==> config.mk <==
export PLATFORM = sky130hd
export DESIGN_NAME = sdff_scan_bank
export DESIGN_NICKNAME = d
export VERILOG_FILES = /design/src/rtl/sdff_bank_pkg.sv /design/src/rtl/sdff_bank_unload_ctl.sv /design/src/rtl/sdff_scan_bank.sv
export SDC_FILE = /design/constraint.sdc
export NUM_CORES = 1
export LEC_CHECK = 0
export CAP_MARGIN = 5
export CORE_MARGIN = 5
export CORE_UTILIZATION = 43
export CTS_CLUSTER_DIAMETER = 60
export DETAILED_ROUTE_END_ITERATION = 12
export PLACE_DENSITY_LB_ADDON = 0.2
export SLEW_MARGIN = 10
export SYNTH_ARGS = -nofsm -noshare
export SYNTH_HDL_FRONTEND = slang
export SYNTH_SLANG_ARGS = --single-unit
export TNS_END_PERCENT = 50
==> constraint.sdc <==
create_clock -name CK -period 2.38 [get_ports CK]
set_input_delay 0.714 -clock CK [delete_from_list [all_inputs] [get_ports CK]]
set_output_delay 0.714 -clock CK [all_outputs]
set_load 0.01 [all_outputs]
==> src/rtl/sdff_bank_pkg.sv <==
`default_nettype none
// ============================================================================
// sdff_bank_pkg : shared types and helpers for the scan register bank
// Rev 1.0
// ============================================================================
package sdff_bank_pkg;

  typedef enum logic [1:0] {
    IDLE  = 2'd0,
    SHIFT = 2'd1,
    DONE  = 2'd2
  } unload_state_t;

  // Unload counter width; a 1-bit bank still gets a 1-bit counter.
  function automatic int cnt_width(input int width);
    return (width > 1) ? $clog2(width) : 1;
  endfunction

endpackage : sdff_bank_pkg
`default_nettype wire

==> src/rtl/sdff_bank_unload_ctl.sv <==
`default_nettype none
// ============================================================================
// sdff_bank_unload_ctl : self-timed unload FSM (IDLE/SHIFT/DONE) and counter
// Rev 1.0
// ============================================================================
module sdff_bank_unload_ctl
  import sdff_bank_pkg::*;
#(
  parameter int WIDTH = 8
) (
  input  logic i_clk,
  input  logic i_rst,
  input  logic i_abort,
  input  logic i_req,
  output logic o_shift_en,
  output logic o_busy,
  output logic o_done
);

  localparam int                 c_cnt_w = cnt_width(WIDTH);
  localparam logic [c_cnt_w-1:0] c_last  = c_cnt_w'(WIDTH - 1);
  localparam logic [c_cnt_w-1:0] c_one   = c_cnt_w'(1);

  unload_state_t      state_q, state_d;
  logic [c_cnt_w-1:0] cnt_q, cnt_d;

  always_ff @(posedge i_clk) begin
    if (i_rst) begin
      state_q <= IDLE;
      cnt_q   <= '0;
    end else begin
      state_q <= state_d;
      cnt_q   <= cnt_d;
    end
  end

  always_comb begin
    state_d = state_q;
    cnt_d   = cnt_q;
    case (state_q)
      IDLE: begin
        if (i_req) begin
          state_d = SHIFT;
          cnt_d   = '0;
        end
      end
      SHIFT: begin
        // Hold the count on the terminal shift so it never wraps.
        if (cnt_q == c_last) begin
          state_d = DONE;
        end else begin
          cnt_d = cnt_q + c_one;
        end
      end
      DONE: begin
        state_d = IDLE;
      end
      default: begin
        state_d = IDLE;
      end
    endcase
    // Set aborts any unload in progress without producing a DONE pulse.
    if (i_abort) begin
      state_d = IDLE;
      cnt_d   = '0;
    end
  end

  assign o_shift_en = (state_q == SHIFT);
  assign o_busy     = (state_q == SHIFT);
  assign o_done     = (state_q == DONE);

endmodule : sdff_bank_unload_ctl
`default_nettype wire

==> src/rtl/sdff_scan_bank.sv <==
`default_nettype none
// ============================================================================
// sdff_scan_bank : WIDTH-bit muxed-scan register bank with sync reset/set,
//                  capture enable and a self-timed MSB-first unload engine
// Rev 1.0
// ============================================================================
module sdff_scan_bank
  import sdff_bank_pkg::*;
#(
  parameter int               WIDTH     = 8,
  parameter logic [WIDTH-1:0] RESET_VAL = {WIDTH{1'b0}},
  parameter logic [WIDTH-1:0] SET_VAL   = {WIDTH{1'b1}}
) (
  input  logic             CK,
  input  logic             RST,
  input  logic             SN,
  input  logic             EN,
  input  logic [WIDTH-1:0] D,
  input  logic             SE,
  input  logic             SI,
  output logic             SO,
  output logic [WIDTH-1:0] Q,
  output logic [WIDTH-1:0] QN,
  input  logic             UNLOAD_REQ,
  output logic             UNLOAD_BUSY,
  output logic             UNLOAD_DONE
);

  logic [WIDTH-1:0] bank_q, bank_d;
  logic [WIDTH-1:0] w_shift_val;
  logic             w_abort;
  logic             w_auto_shift;

  assign w_abort = ~SN;

  sdff_bank_unload_ctl #(
    .WIDTH (WIDTH)
  ) u_unload_ctl (
    .i_clk      (CK),
    .i_rst      (RST),
    .i_abort    (w_abort),
    .i_req      (UNLOAD_REQ),
    .o_shift_en (w_auto_shift),
    .o_busy     (UNLOAD_BUSY),
    .o_done     (UNLOAD_DONE)
  );

  generate
    if (WIDTH == 1) begin : g_shift_w1
      assign w_shift_val = SI;
    end else begin : g_shift_wn
      assign w_shift_val = {bank_q[WIDTH-2:0], SI};
    end
  endgenerate

  // Auto-unload shifting outranks SE/EN, so both are ignored while busy.
  always_comb begin
    bank_d = bank_q;
    if (!SN) begin
      bank_d = SET_VAL;
    end else if (w_auto_shift || SE) begin
      bank_d = w_shift_val;
    end else if (EN) begin
      bank_d = D;
    end
  end

  always_ff @(posedge CK) begin
    if (RST) begin
      bank_q <= RESET_VAL;
    end else begin
      bank_q <= bank_d;
    end
  end

  assign Q  = bank_q;
  assign QN = ~bank_q;
  assign SO = bank_q[WIDTH-1];

endmodule : sdff_scan_bank
`default_nettype wire
=== Yosys cells after proc, flatten, opt, wreduce, memory -nomap -nowiden ===
Index checks and enable logic that the tools add are counted.

* Register bits: 13

* Bitwise logic cells: 2
* Mux-type cells: 9
* Eq/ne operators: 7
* Reductions and logical operators: 6
* Add/sub/neg operators: 1

{| class="wikitable"
|+ Operator list
! cell !! number
|-
| 8-bit 2-to-1 mux || 3
|-
| 8-bit NOT || 1
|-
| 3-bit 2-to-1 mux || 2
|-
| 3-bit case mux with 2 select lines || 1
|-
| 2-bit 2-to-1 mux || 2
|-
| 2-bit != test, second input constant || 2
|-
| 2-bit case mux with 2 select lines || 1
|-
| 3-bit by 1-bit adder with 3-bit output, second input constant || 1
|-
| 3-bit == test, second input constant || 1
|-
| 3-bit by 2-bit != test with 1-bit output, second input constant || 1
|-
| 3-bit AND reduction || 1
|-
| 2-bit by 1-bit == test with 1-bit output, second input constant || 1
|-
| 2-bit == test, second input constant || 1
|-
| 2-bit logical NOT || 1
|-
| 2-bit by 1-bit != test with 1-bit output, second input constant || 1
|-
| 2-bit AND reduction || 1
|-
| 2-bit nonzero test || 1
|-
| 2-bit OR reduction || 1
|-
| 1-bit logical OR || 1
|-
| 1-bit NOT || 1
|}

=== Depth between registers and ports, before layout ===
Gate-level depths: netlist of the first run.

* Depth in word-level cells: 4
* Mapped depth: 6
* Depth with buffers taken out: 5

=== By module ===
Synthesis of the first run repeated with hierarchy kept, for this count alone.

* Cells, all modules: 86
* Area, all modules: 708.2 um^2

{| class="wikitable"
|+ By module, submodules not included
! module !! area an instance (um^2) !! times used !! cells an instance !! sequential area each (um^2)
|-
| sdff_scan_bank || 441.7 || 1 || 55 || 160.2
|-
| sdff_bank_unload_ctl || 266.5 || 1 || 31 || 100.1
|}

=== Worst setup path before layout of the first run ===
OpenSTA, ideal clock, no wires.

* Path type: input port to flip-flop
* Start point: input port SN
* End point: register bank_q[1], in the netlist Q[1]
* Path buffers: 1
* Data arrival time: 1.405 ns
* Slack: 0.849 ns
* Stages: 4
* Cells stage by stage: clkbuf_1 > nand2_1 > nor4_1 > nor3_1

* Word-level cells in the longest chain between the ends: 1

{| class="wikitable"
|+ Ends and longest elaborated chain
! element !! RTL line !! source
|-
| start, declared || sdff_scan_bank.sv:16 || <nowiki>input logic SN,</nowiki>
|-
| 3-bit by 2-bit != test with 1-bit output (no line) or 8-bit 2-to-1 mux (tied branches) || n/a ||
|-
| end signal, assigned || sdff_scan_bank.sv:72 || <nowiki>bank_q <= bank_d;</nowiki>
|-
| end, declared || sdff_scan_bank.sv:29 || <nowiki>logic [WIDTH-1:0] bank_q, bank_d;</nowiki>
|}

Parallel ways exist; a longest one is shown, timed or not.
A chain may end at the register's enable or synchronous reset.

=== Worst setup path after layout of the first run ===
* Start point: register u_unload_ctl.state_q[0]
* End point: output port UNLOAD_BUSY

* Word-level cells in the longest chain between the ends: 1

{| class="wikitable"
|+ Ends and longest elaborated chain
! element !! RTL line !! source
|-
| start, declared || sdff_bank_unload_ctl.sv:24 || <nowiki>unload_state_t state_q, state_d;</nowiki>
|-
| start signal, assigned || sdff_bank_unload_ctl.sv:32 || <nowiki>state_q <= state_d;</nowiki>
|-
| 2-bit by 1-bit == test with 1-bit output || sdff_bank_unload_ctl.sv:70 || <nowiki>assign o_busy = (state_q == SHIFT);</nowiki>
|-
| end, declared || sdff_scan_bank.sv:25 || <nowiki>output logic UNLOAD_BUSY,</nowiki>
|}

Every way passes these cells.

==> summary.md, run 1 <==
| Metric | Value |
|---|---|
| Fmax | approximately 0.44 GHz |
| Arrival @ worst endpoint | about 1.6 ns |
| Vias per std cell | approximately 5.7 |
| GP Congestion | about 0.81 |
| P per Cell Area | around 480 nW/µm² |
| R2R setup slack | 1.06 ns |
| # rows | 15 |
| Total Power | about 0.00053 W |
| First-pass GRT wire length | about 2.9 mm |
| Count leader, synth | dfxtp_1 |
| CP Launch Point | u_unload_ctl.state_q[0]$_SDFFE_PP0P_ |
| Vias | just under 800 |
| RSZ-0062 raised after global routing | no |
| Clock Skew | around 0.0012 ns |
| Post-synth top area share | 0.348 |
| Initial core utilization | 0.443 |
| Routed WL per cell | 13.9 µm |
| Relative slew slack | 0.770 |
| Cell depth of the worst flop-to-flop path | 5 |
| Netlist Area Pre-Place | around 750 µm² |
| Num CTS Buffers | 3 |
| Setup violators final | 0 |
| Layout Nets | ~140 |
| Switch Pwr | about 0.00015 W |
| Hold WC Path Type | register to register |
| Post-route cell area | around 1100 µm² |
| Post-place instance area | approximately 1100 µm² |
| Ratio of cells with drive above 1 in the final layout | 0.0667 |
| DRC viols | 0 |
| Final cell utilization of the core | 0.649 |
| Max Root-Sink Buffers | 2 |
| Yosys top cell by area | dfxtp_1 |
| Area grow syn2layout | 46.5% |
| Combinational power share | 0.282 |
| Crit Path Class | register to output pin |
| CP startpoint kind | register |
| Final critical-path share of the clock period | 0.964 |
| Clock power frac | 0.260 |
| Post-detail-place hpwl | 1.47 mm |
| Synth cell types | 27 |
| GR Util All Layers | 0.141 |
| Switching portion of total power | 0.281 |
| # IOs | 34 |
| Vias in the first global route | 669 |
| Reg clk slew, reported paths | roughly 0.08 ns |
| Initial antenna violation count | 0 |
| Net Count, Synth | 106 |
| Critical path peak fanout | 25 |
| H-tree levels | 1 |
| P_int | between 0.0003 and 0.0004 W |
| Slew Limit Fails | 0 |
| Buf/Inv on CP | 2 |
| Maximum VDD drop | between 400 and 500 µV |
| Clk_lat worst skew | 0.27 ns |
| Reg power frac | 0.458 |
| Final WL | between 1.5 and 2 mm |
| Initial DRC count | 10 |
| Area of the multi-input gates | between 300 and 400 µm² |
| Sequential-to-total area share from yosys stat | 0.348 |
| CTS tree | yes |
| Clock sink count | 13 |
| Predominant post-synthesis flop cell | dfxtp_1 |
| Setup slack after layout | between 0.08 and 0.09 ns |
| Place WS | 0.259 ns |
| Crit-path cells | nand2b_4 -> inv_4 -> clkdlybuf4s50_1 |
| Levels on crit path | 3 |
| Port bufs | 33 |
| Critical Path End | UNLOAD_BUSY |
| Status | finished, final reports clean |
| Ant. Diodes | 0 |
| Tightest Pin Transition | ~0.35 ns |
| Die width | roughly 52 µm |
| Capture point of the worst reg-to-reg path | u_unload_ctl.cnt_q[0]$_SDFFE_PP0P_ |
| Worst Path Required | 1.67 ns |
| CTS Hold Bufs | 0 |
| Post-Syn Instances | 89 |
| Fillers | approximately 140 |
| Ys Warns | 0 |
| Family with the most delay on the worst path | buffers and inverters |
| Setup Buffers After CTS | 0 |
| ANT nets after route | 0 |
| Die Footprint | between 2000 and 3000 µm² |
| Reg2reg start | u_unload_ctl.cnt_q[0]$_SDFFE_PP0P_ |
| Setup Total Neg Slack | 0 ns |
| Max incr delay on CP | between 0.5 and 0.6 ns |
| Grt ovf | 0 |
| DR pass1 iterations | 4 |
| Async S/R FF share, synth | 0 |
| Die Ht | approximately 52 µm |
| Synth Register Bits | 13 |
| Most frequent cells after synthesis | 13 x dfxtp_1, 9 x inv_1, 9 x nor3_1, 8 x nor4_1, 8 x o41ai_1 |
| Crit path max-delay cell type | clkdlybuf4s50_1 |
| Leak | roughly 0.46 nW |
| Pin count of the biggest net entering global routing | 26 |
| Max Cap Viol | 0 |
| Post-synth EDFFs | 0 |
| Syn Area/Cell | around 8.4 µm² |
| Register area | roughly 260 µm² |
| Synth area leaders | dfxtp_1 35%, o211a_1 9.4%, o41ai_1 9.4% |
| Final hold violations | 0 |
| CP Capture Type | output pin |
| Min Tclk post-route | about 2.3 ns |
| Total core area | around 1700 µm² |
| Root buffer cell | clkbuf_4 |
-- state kept, by name, indices dropped and copies added (netlist names) --
register,cells
Q,8
u_unload_ctl.cnt_q,3
u_unload_ctl.state_q,2
-- through the flow --
step           std cells  hold WS [ns]
3_3_place_gp         133         0.475
2_1_floorplan         89         0.462
6_report             137         0.491
5_1_grt              137         0.525
4_1_cts              137         0.496
3_5_place_dp         133         0.483
-- final cells by class --
type | instances | share of cell area
Clock buffer | 4 | 0.0240
Inverter | 11 | 0.0400
Multi-Input combinational cell | 57 | 0.363
Sequential cell | 13 | 0.239
Tap cell | 17 | 0.0194
Timing Repair Buffer | 35 | 0.315
-- kinds of logic (layout without fill, tap and decap cells) --
family,Yosys count,after routing,share of synthesized area
mux,1,1,0.0134
compound gates,21,21,0.236
fa+ha+maj,2,2,0.0334
buf+inv,19,50,0.120
simple gates,33,33,0.249
flops,13,13,0.348
-- worst reg2reg max path, stage by stage, from the launching register on --
cell,delay (ns)
dfxtp_1,0.34
ha_1,0.20
ha_1,0.25
nor4b_1,0.27
a31oi_1,0.07
a21oi_1,0.13
-- power groups by stage --
stage                     registers [W]  clock network, W  logic (W)
after floorplan                0.000251                 0  0.0000640
after global placement         0.000248                 0   0.000149
after detailed placement       0.000248                 0   0.000151
after CTS                      0.000243          0.000142   0.000151
after global routing           0.000245          0.000153   0.000161
final                          0.000243          0.000138   0.000150
-- how the worst min path moves through the flow --
stage	from	end	slack, ns	cells after the start
CTS	u_unload_ctl.cnt_q[1]$_SDFFE_PP0P_	u_unload_ctl.cnt_q[1]$_SDFFE_PP0P_	0.50	2
global route	u_unload_ctl.cnt_q[1]$_SDFFE_PP0P_	u_unload_ctl.cnt_q[1]$_SDFFE_PP0P_	0.53	2
global placement	u_unload_ctl.cnt_q[1]$_SDFFE_PP0P_	u_unload_ctl.cnt_q[1]$_SDFFE_PP0P_	0.48	2
finish	u_unload_ctl.cnt_q[1]$_SDFFE_PP0P_	u_unload_ctl.cnt_q[1]$_SDFFE_PP0P_	0.49	2
detailed placement	u_unload_ctl.cnt_q[1]$_SDFFE_PP0P_	u_unload_ctl.cnt_q[1]$_SDFFE_PP0P_	0.48	2
floorplan	u_unload_ctl.cnt_q[1]$_SDFFE_PP0P_	u_unload_ctl.cnt_q[1]$_SDFFE_PP0P_	0.46	2
-- per-layer routing --
layer	track usage	vias to the layer above	wire length, µm
met5	0	-	0
met4	0.0393	0	7
met2	0.271	25	984
met3	0.0487	2	133
li1	-	400	-
met1	0.142	357	779
-- layout by cell type (no fill, tap or decap) --
| master | n |
|---|---|
| dfxtp_1 | 12 |
| clkdlybuf4s50_1 | 33 |
| o211a_1 | 7 |
| clkbuf_4 | 3 |
| nand2b_4 | 1 |
| nor4_1 | 8 |
| o21bai_1 | 1 |
| nor2_1 | 1 |
| nor3b_1 | 1 |
| nor2b_1 | 2 |
| nand2_1 | 5 |
| a21oi_1 | 1 |
| nand3_1 | 4 |
| clkbuf_1 | 1 |
| dfxtp_2 | 1 |
| a31oi_1 | 3 |
| inv_4 | 1 |
| inv_1 | 9 |
| clkinv_1 | 1 |
| nor4b_1 | 1 |
| o21ai_1 | 1 |
| o41ai_1 | 8 |
| mux2i_1 | 1 |
| ha_1 | 2 |
| nand2b_1 | 1 |
| nor3_1 | 9 |
| buf_4 | 2 |
-- repair_timing --
| action | 4_1_cts | 5_1_grt |
|---|---|---|
| setup endpoints to repair | 1 | 0 |
| gates resized for setup | 1 | 0 |
| endpoints found under the hold margin | 0 | 0 |
Note: power is estimated with default switching activity, not from simulation.
==> inputs of run 2 (changes only) <==
--- a/config.mk
+++ b/config.mk
@@ -6,9 +6,9 @@
 export NUM_CORES = 1
 export LEC_CHECK = 0
 export CAP_MARGIN = 5
-export CORE_MARGIN = 5
 export CORE_UTILIZATION = 43
 export CTS_CLUSTER_DIAMETER = 60
+export CTS_CLUSTER_SIZE = 12
 export DETAILED_ROUTE_END_ITERATION = 12
 export PLACE_DENSITY_LB_ADDON = 0.2
 export SLEW_MARGIN = 10
==> run 2 against run 1 <==
Register-to-register slack worse by 0.13 ns; combinational power about the same; highest routed layer unchanged; the flow now finishes with violations (DRC); count of clock-buffer cells in the layout down 1; non-clock buffer count is the same; largest cell class unchanged; critical endpoint unchanged.
==> summary.md, run 2 (synthesized netlist as in run 1, its figures left out) <==
| Metric | Value |
|---|---|
| Hold WC Path Type | register to register |
| Tightest Pin Transition | between 0.3 and 0.4 ns |
| Total core area | around 1600 µm² |
| Ratio of cells with drive above 1 in the final layout | 0.0750 |
| Fmax | around 0.44 GHz |
| Max Cap Viol | 0 |
| R2R setup slack | around 0.93 ns |
| CP Capture Type | output pin |
| Maximum VDD drop | roughly 370 µV |
| WHS Path Cells | 2 |
| CTS Hold Bufs | 0 |
| CTS tree | yes |
| Layout Nets | around 140 |
| Most frequent cells in the layout | 33 x clkdlybuf4s50_1, 12 x dfxtp_1, 9 x inv_1, 9 x nor3_1 |
| Final WL | about 1.9 mm |
| Leak | about 0.47 nW |
| Crit-path cells | nand2b_4 -> inv_4 -> clkdlybuf4s50_1 |
| Final critical-path share of the clock period | 0.965 |
| Initial antenna violation count | 0 |
| Initial core utilization | 0.480 |
| Area grow syn2layout | 46.5% |
| Ant. Diodes | 0 |
| Clock Skew | roughly 0.0038 ns |
| Worst Path Required | between 1.5 and 2 ns |
| Reg clk slew, reported paths | 0.08 ns |
| Pin count of the biggest net entering global routing | 26 |
| Setup violators final | 0 |
| Max incr delay on CP | between 0.5 and 0.6 ns |
| Buf/Inv on CP | 2 |
| Grt ovf | 0 |
| Post-detail-place hpwl | about 1.4 mm |
| GP Congestion | 0.766 |
| Final cell utilization of the core | 0.703 |
| RSZ-0062 raised after global routing | no |
| Port bufs | 33 |
| Die Ht | ~44 µm |
| Most common cell after layout, fill and taps aside | clkdlybuf4s50_1 |
| Die width | between 40 and 50 µm |
| ANT nets after route | 0 |
| Fillers | approximately 130 |
| Family with the most delay on the worst path | buffers and inverters |
| Vias | 806 |
| Die Footprint | about 1900 µm² |
| Cell depth of the worst flop-to-flop path | 5 |
| Crit Path Class | register to output pin |
| Relative slew slack | 0.768 |
| Final hold violations | 0 |
| Max FFs per register | 8 |
| Root buffer cell | clkbuf_4 |
| First-pass GRT wire length | around 3.2 mm |
| Levels on crit path | 3 |
| Min Tclk post-route | roughly 2.3 ns |
| Max Root-Sink Buffers | 2 |
| Status | complete, but fails checks |
| DRC viols | 3 |
| Critical path peak fanout | 25 |
| Setup Total Neg Slack | 0 ns |
| Initial DRC count | 13 |
| # rows | 14 |
| DR pass1 iterations | 10 |
| Vias in the first global route | 716 |
| Num CTS Buffers | 3 |
| Slew Limit Fails | 0 |
| Vias per std cell | around 5.9 |
| Arrival @ worst endpoint | between 1.5 and 2 ns |
| Clk_lat worst skew | between 0.2 and 0.3 ns |
| H-tree levels | 1 |
| Crit path max-delay cell type | clkdlybuf4s50_1 |
| Routed WL per cell | 14.1 µm |
| P per Cell Area | just under 500 nW/µm² |
| # IOs | 34 |
| GR Util All Layers | 0.221 |
| Violated checks | DRC |
| CP startpoint kind | register |
| Clock sink count | 13 |
==> run 2: report_power, final <==
part	internal [W]	switching (W)
clock network	0.0000621	0.0000733
registers	0.000231	0.0000125
logic	0.0000854	0.0000653
total	0.000379	0.000151
==> run 2: path summary, 6_finish.rpt <==
path                                        startpoint                            endpoint
hold reg to reg     u_unload_ctl.cnt_q[2]$_SDFFE_PP0P_  u_unload_ctl.cnt_q[2]$_SDFFE_PP0P_
setup / recovery  u_unload_ctl.state_q[0]$_SDFFE_PP0P_                         UNLOAD_BUSY
setup reg to reg    u_unload_ctl.cnt_q[0]$_SDFFE_PP0P_  u_unload_ctl.cnt_q[0]$_SDFFE_PP0P_
hold / removal      u_unload_ctl.cnt_q[2]$_SDFFE_PP0P_  u_unload_ctl.cnt_q[2]$_SDFFE_PP0P_
==> run 2: repair_timing <==
action | 4_1_cts | 5_1_grt
setup buffers | 0 | 0
resized for setup | 1 | 0
endpoints found under the setup margin | 1 | 0
==> run 2: per-layer routing <==
metal,vias to the layer above,track usage,wire length (µm)
met3,2,0.0250,129
met5,-,0,0
li1,397,-,-
met2,32,0.331,852
met1,375,0.328,922
met4,0,0.0750,12
==> run 2: tightest hold or removal path: stages (launching register included) <==
cell and delay [ns]:
dfxtp_1 0.34, nand2_1 0.06, a31oi_1 0.06
==> run 2: area by class of cell <==
cell class / instances / area, µm² / share of cell area
clock buffers: 3 / 22.5 / 0.0205
clock inverters: 1 / 5.00 / 0.00457
inverters: 11 / 43.8 / 0.0400
multi-input cells: 57 / 398 / 0.363
flip-flops and latches: 13 / 262 / 0.239
well taps: 16 / 20.0 / 0.0183
repair buffers: 35 / 345 / 0.315
==> run 2: metrics by stage <==
step | power, W | hold WS [ns] | worst slack [ns] | cells | area [µm²]
finish | 0.000530 | 0.504 | 0.0844 | 136 | 1100
floorplan | 0.000315 | 0.462 | 0.849 | 89 | 748
CTS | 0.000534 | 0.505 | 0.0860 | 136 | 1100
global route | 0.000558 | 0.556 | 0.0161 | 136 | 1100
detailed placement | 0.000398 | 0.493 | 0.279 | 132 | 1070
global placement | 0.000395 | 0.488 | 0.310 | 132 | 1070
==> inputs of run 3 (changes only) <==
--- a/config.mk
+++ b/config.mk
@@ -10,7 +10,7 @@
 export CTS_CLUSTER_DIAMETER = 60
 export CTS_CLUSTER_SIZE = 12
 export DETAILED_ROUTE_END_ITERATION = 12
-export PLACE_DENSITY_LB_ADDON = 0.2
+export PLACE_DENSITY_LB_ADDON = 0.08
 export SLEW_MARGIN = 10
 export SYNTH_ARGS = -nofsm -noshare
 export SYNTH_HDL_FRONTEND = slang
==> run 3 against run 2 <==
The flow still finishes with violations (DRC); utilization down 0.080 points; flip-flop and latch count unchanged; critical path depth unchanged; die area is the same; power increased by 0.23%; sequential power barely moved; non-clock buffer count unchanged; count of clock-buffer cells in the layout grew 1; fmax decreased by 0.76%; critical path type unchanged; largest cell class unchanged; largest power group unchanged; highest routed layer unchanged.
==> summary.md, run 3 (synthesized netlist as in run 1, its figures left out) <==
| Metric | Value |
|---|---|
| Tightest Pin Transition | ~0.32 ns |
| CTS Hold Bufs | 0 |
| CP Launch Point | u_unload_ctl.state_q[1]$_SDFFE_PP0P_ |
| Post-detail-place hpwl | about 1.3 mm |
| Fillers | 139 |
| Hold WC Path Type | register to register |
| Crit path max-delay cell type | clkdlybuf4s50_1 |
| Switch Pwr | roughly 0.00015 W |
| Grt ovf | 0 |
| Routed WL per cell | roughly 14 µm |
| P per Cell Area | ~490 nW/µm² |
| Initial core utilization | 0.480 |
| Min Tclk post-route | around 2.3 ns |
| CP Capture Type | output pin |
| RSZ-0062 raised after global routing | no |
| Slew Limit Fails | 0 |
| Fmax | around 0.43 GHz |
| First-pass GRT wire length | just under 3 mm |
| Die Ht | between 40 and 50 µm |
| Clk_lat worst skew | around 0.27 ns |
| Vias | around 780 |
| Most frequent cells in the layout | 33 x clkdlybuf4s50_1, 12 x dfxtp_1, 9 x inv_1, 9 x nor3_1 |
| Leak | 0.464 nW |
| Max Cap Viol | 0 |
| Final critical-path share of the clock period | 0.972 |
| CP startpoint kind | register |
| Worst Path Required | between 1.5 and 2 ns |
| Clock Skew | around 0.0028 ns |
| GP Congestion | 0.737 |
| GR Util All Layers | 0.206 |
| Buf/Inv on CP | 2 |
| Root buffer cell | clkbuf_4 |
| Maximum VDD drop | 376 µV |
| Violated checks | DRC |
| Vias per std cell | roughly 5.8 |
| Critical path peak fanout | 25 |
| Die width | between 40 and 50 µm |
| Final WL | about 1.9 mm |
| Initial antenna violation count | 0 |
| R2R setup slack | roughly 1.0 ns |
| Switching portion of total power | 0.282 |
| Hold_sp | u_unload_ctl.cnt_q[2]$_SDFFE_PP0P_ |
| Crit-path cells | nand2b_4 -> inv_4 -> clkdlybuf4s50_1 |
| Clock power frac | 0.259 |
| Post-Layout Cell Count | approximately 140 |
| Ant. Diodes | 0 |
| H-tree levels | 1 |
| Die Footprint | about 1900 µm² |
| Vias in the first global route | about 630 |
| Num CTS Buffers | 3 |
| # IOs | 34 |
| Register area | about 260 µm² |
| Max incr delay on CP | slightly below 0.6 ns |
| Pin count of the biggest net entering global routing | 26 |
| Initial DRC count | 28 |
| Port bufs | 33 |
| P_int | approximately 0.00038 W |
| Layout Nets | between 100 and 150 |
| Dpl cells | about 130 |
| Area grow syn2layout | 46.3% |
| ANT nets after route | 0 |
| CTS tree | yes |
| Post-route cell area | 1090 µm² |
| Total Power | 0.000531 W |
| Most common cell after layout, fill and taps aside | clkdlybuf4s50_1 |
| Setup Total Neg Slack | 0 ns |
| Reg2reg start | u_unload_ctl.cnt_q[0]$_SDFFE_PP0P_ |
| Area of the multi-input gates | between 300 and 400 µm² |
| Reg power frac | 0.459 |
| DR pass1 iterations | 8 |
| Ratio of cells with drive above 1 in the final layout | 0.0667 |
| Total core area | around 1600 µm² |
| Max FFs per register | 8 |
| DRC viols | 2 |
| Status | complete, but fails checks |
| Crit Path Class | register to output pin |
| Combinational power share | 0.282 |
| Arrival @ worst endpoint | 1.60 ns |
| Family with the most delay on the worst path | buffers and inverters |
| Relative slew slack | 0.785 |
| # rows | 14 |
| Final hold violations | 0 |
| Hold slack | between 0.5 and 0.6 ns |
| Clock sink count | 13 |
| Max Root-Sink Buffers | 2 |
| Reg clk slew, reported paths | approximately 0.08 ns |
| Post-place instance area | 1070 µm² |
| Setup violators final | 0 |
## run 3: cell type report
cell class              count  area share
flip-flops and latches     13       0.239
inverters                  11      0.0400
well taps                  16      0.0183
repair buffers             35       0.315
clock buffers               4      0.0240
multi-input cells          57       0.363
## run 3: metrics by stage
stage                     utilization  worst slack (ns)
after floorplan                     -             0.849
after global placement          0.685             0.307
after detailed placement        0.685             0.264
after CTS                       0.702            0.0781
after global routing            0.702            0.0198
final                           0.702            0.0667
## run 3: tightest hold or removal path: stages, from the launching register on
cell and delay, ns:
dfxtp_1 0.34, nand2_1 0.06, a31oi_1 0.06
## run 3: final timing paths
path | to | depth (start not counted)
max | UNLOAD_BUSY | 3
max reg2reg | u_unload_ctl.cnt_q[0]$_SDFFE_PP0P_ | 5
min | u_unload_ctl.cnt_q[2]$_SDFFE_PP0P_ | 2
min reg2reg | u_unload_ctl.cnt_q[2]$_SDFFE_PP0P_ | 2
## run 3: what timing repair did
item,CTS,global route
gates resized for setup,1,0
endpoints found under the setup margin,1,0
buffers inserted,0,0
## run 3: metal layers
layer / vias to the layer above / track usage / part of all wire
met4: 0 / 0.0750 / 0.0091
met3: 2 / 0.0292 / 0.063
met5: - / 0 / 0
met1: 358 / 0.284 / 0.48
met2: 28 / 0.325 / 0.45
li1: 395 / - / -
## run 3: power by group through the flow
stage / clock, W / sequential [W] / combinational (W)
after floorplan: 0 / 0.000251 / 0.0000640
after detailed placement: 0 / 0.000249 / 0.000149
after CTS: 0.000141 / 0.000244 / 0.000151
after global routing: 0.000152 / 0.000246 / 0.000160
final: 0.000138 / 0.000244 / 0.000150
after global placement: 0 / 0.000248 / 0.000147
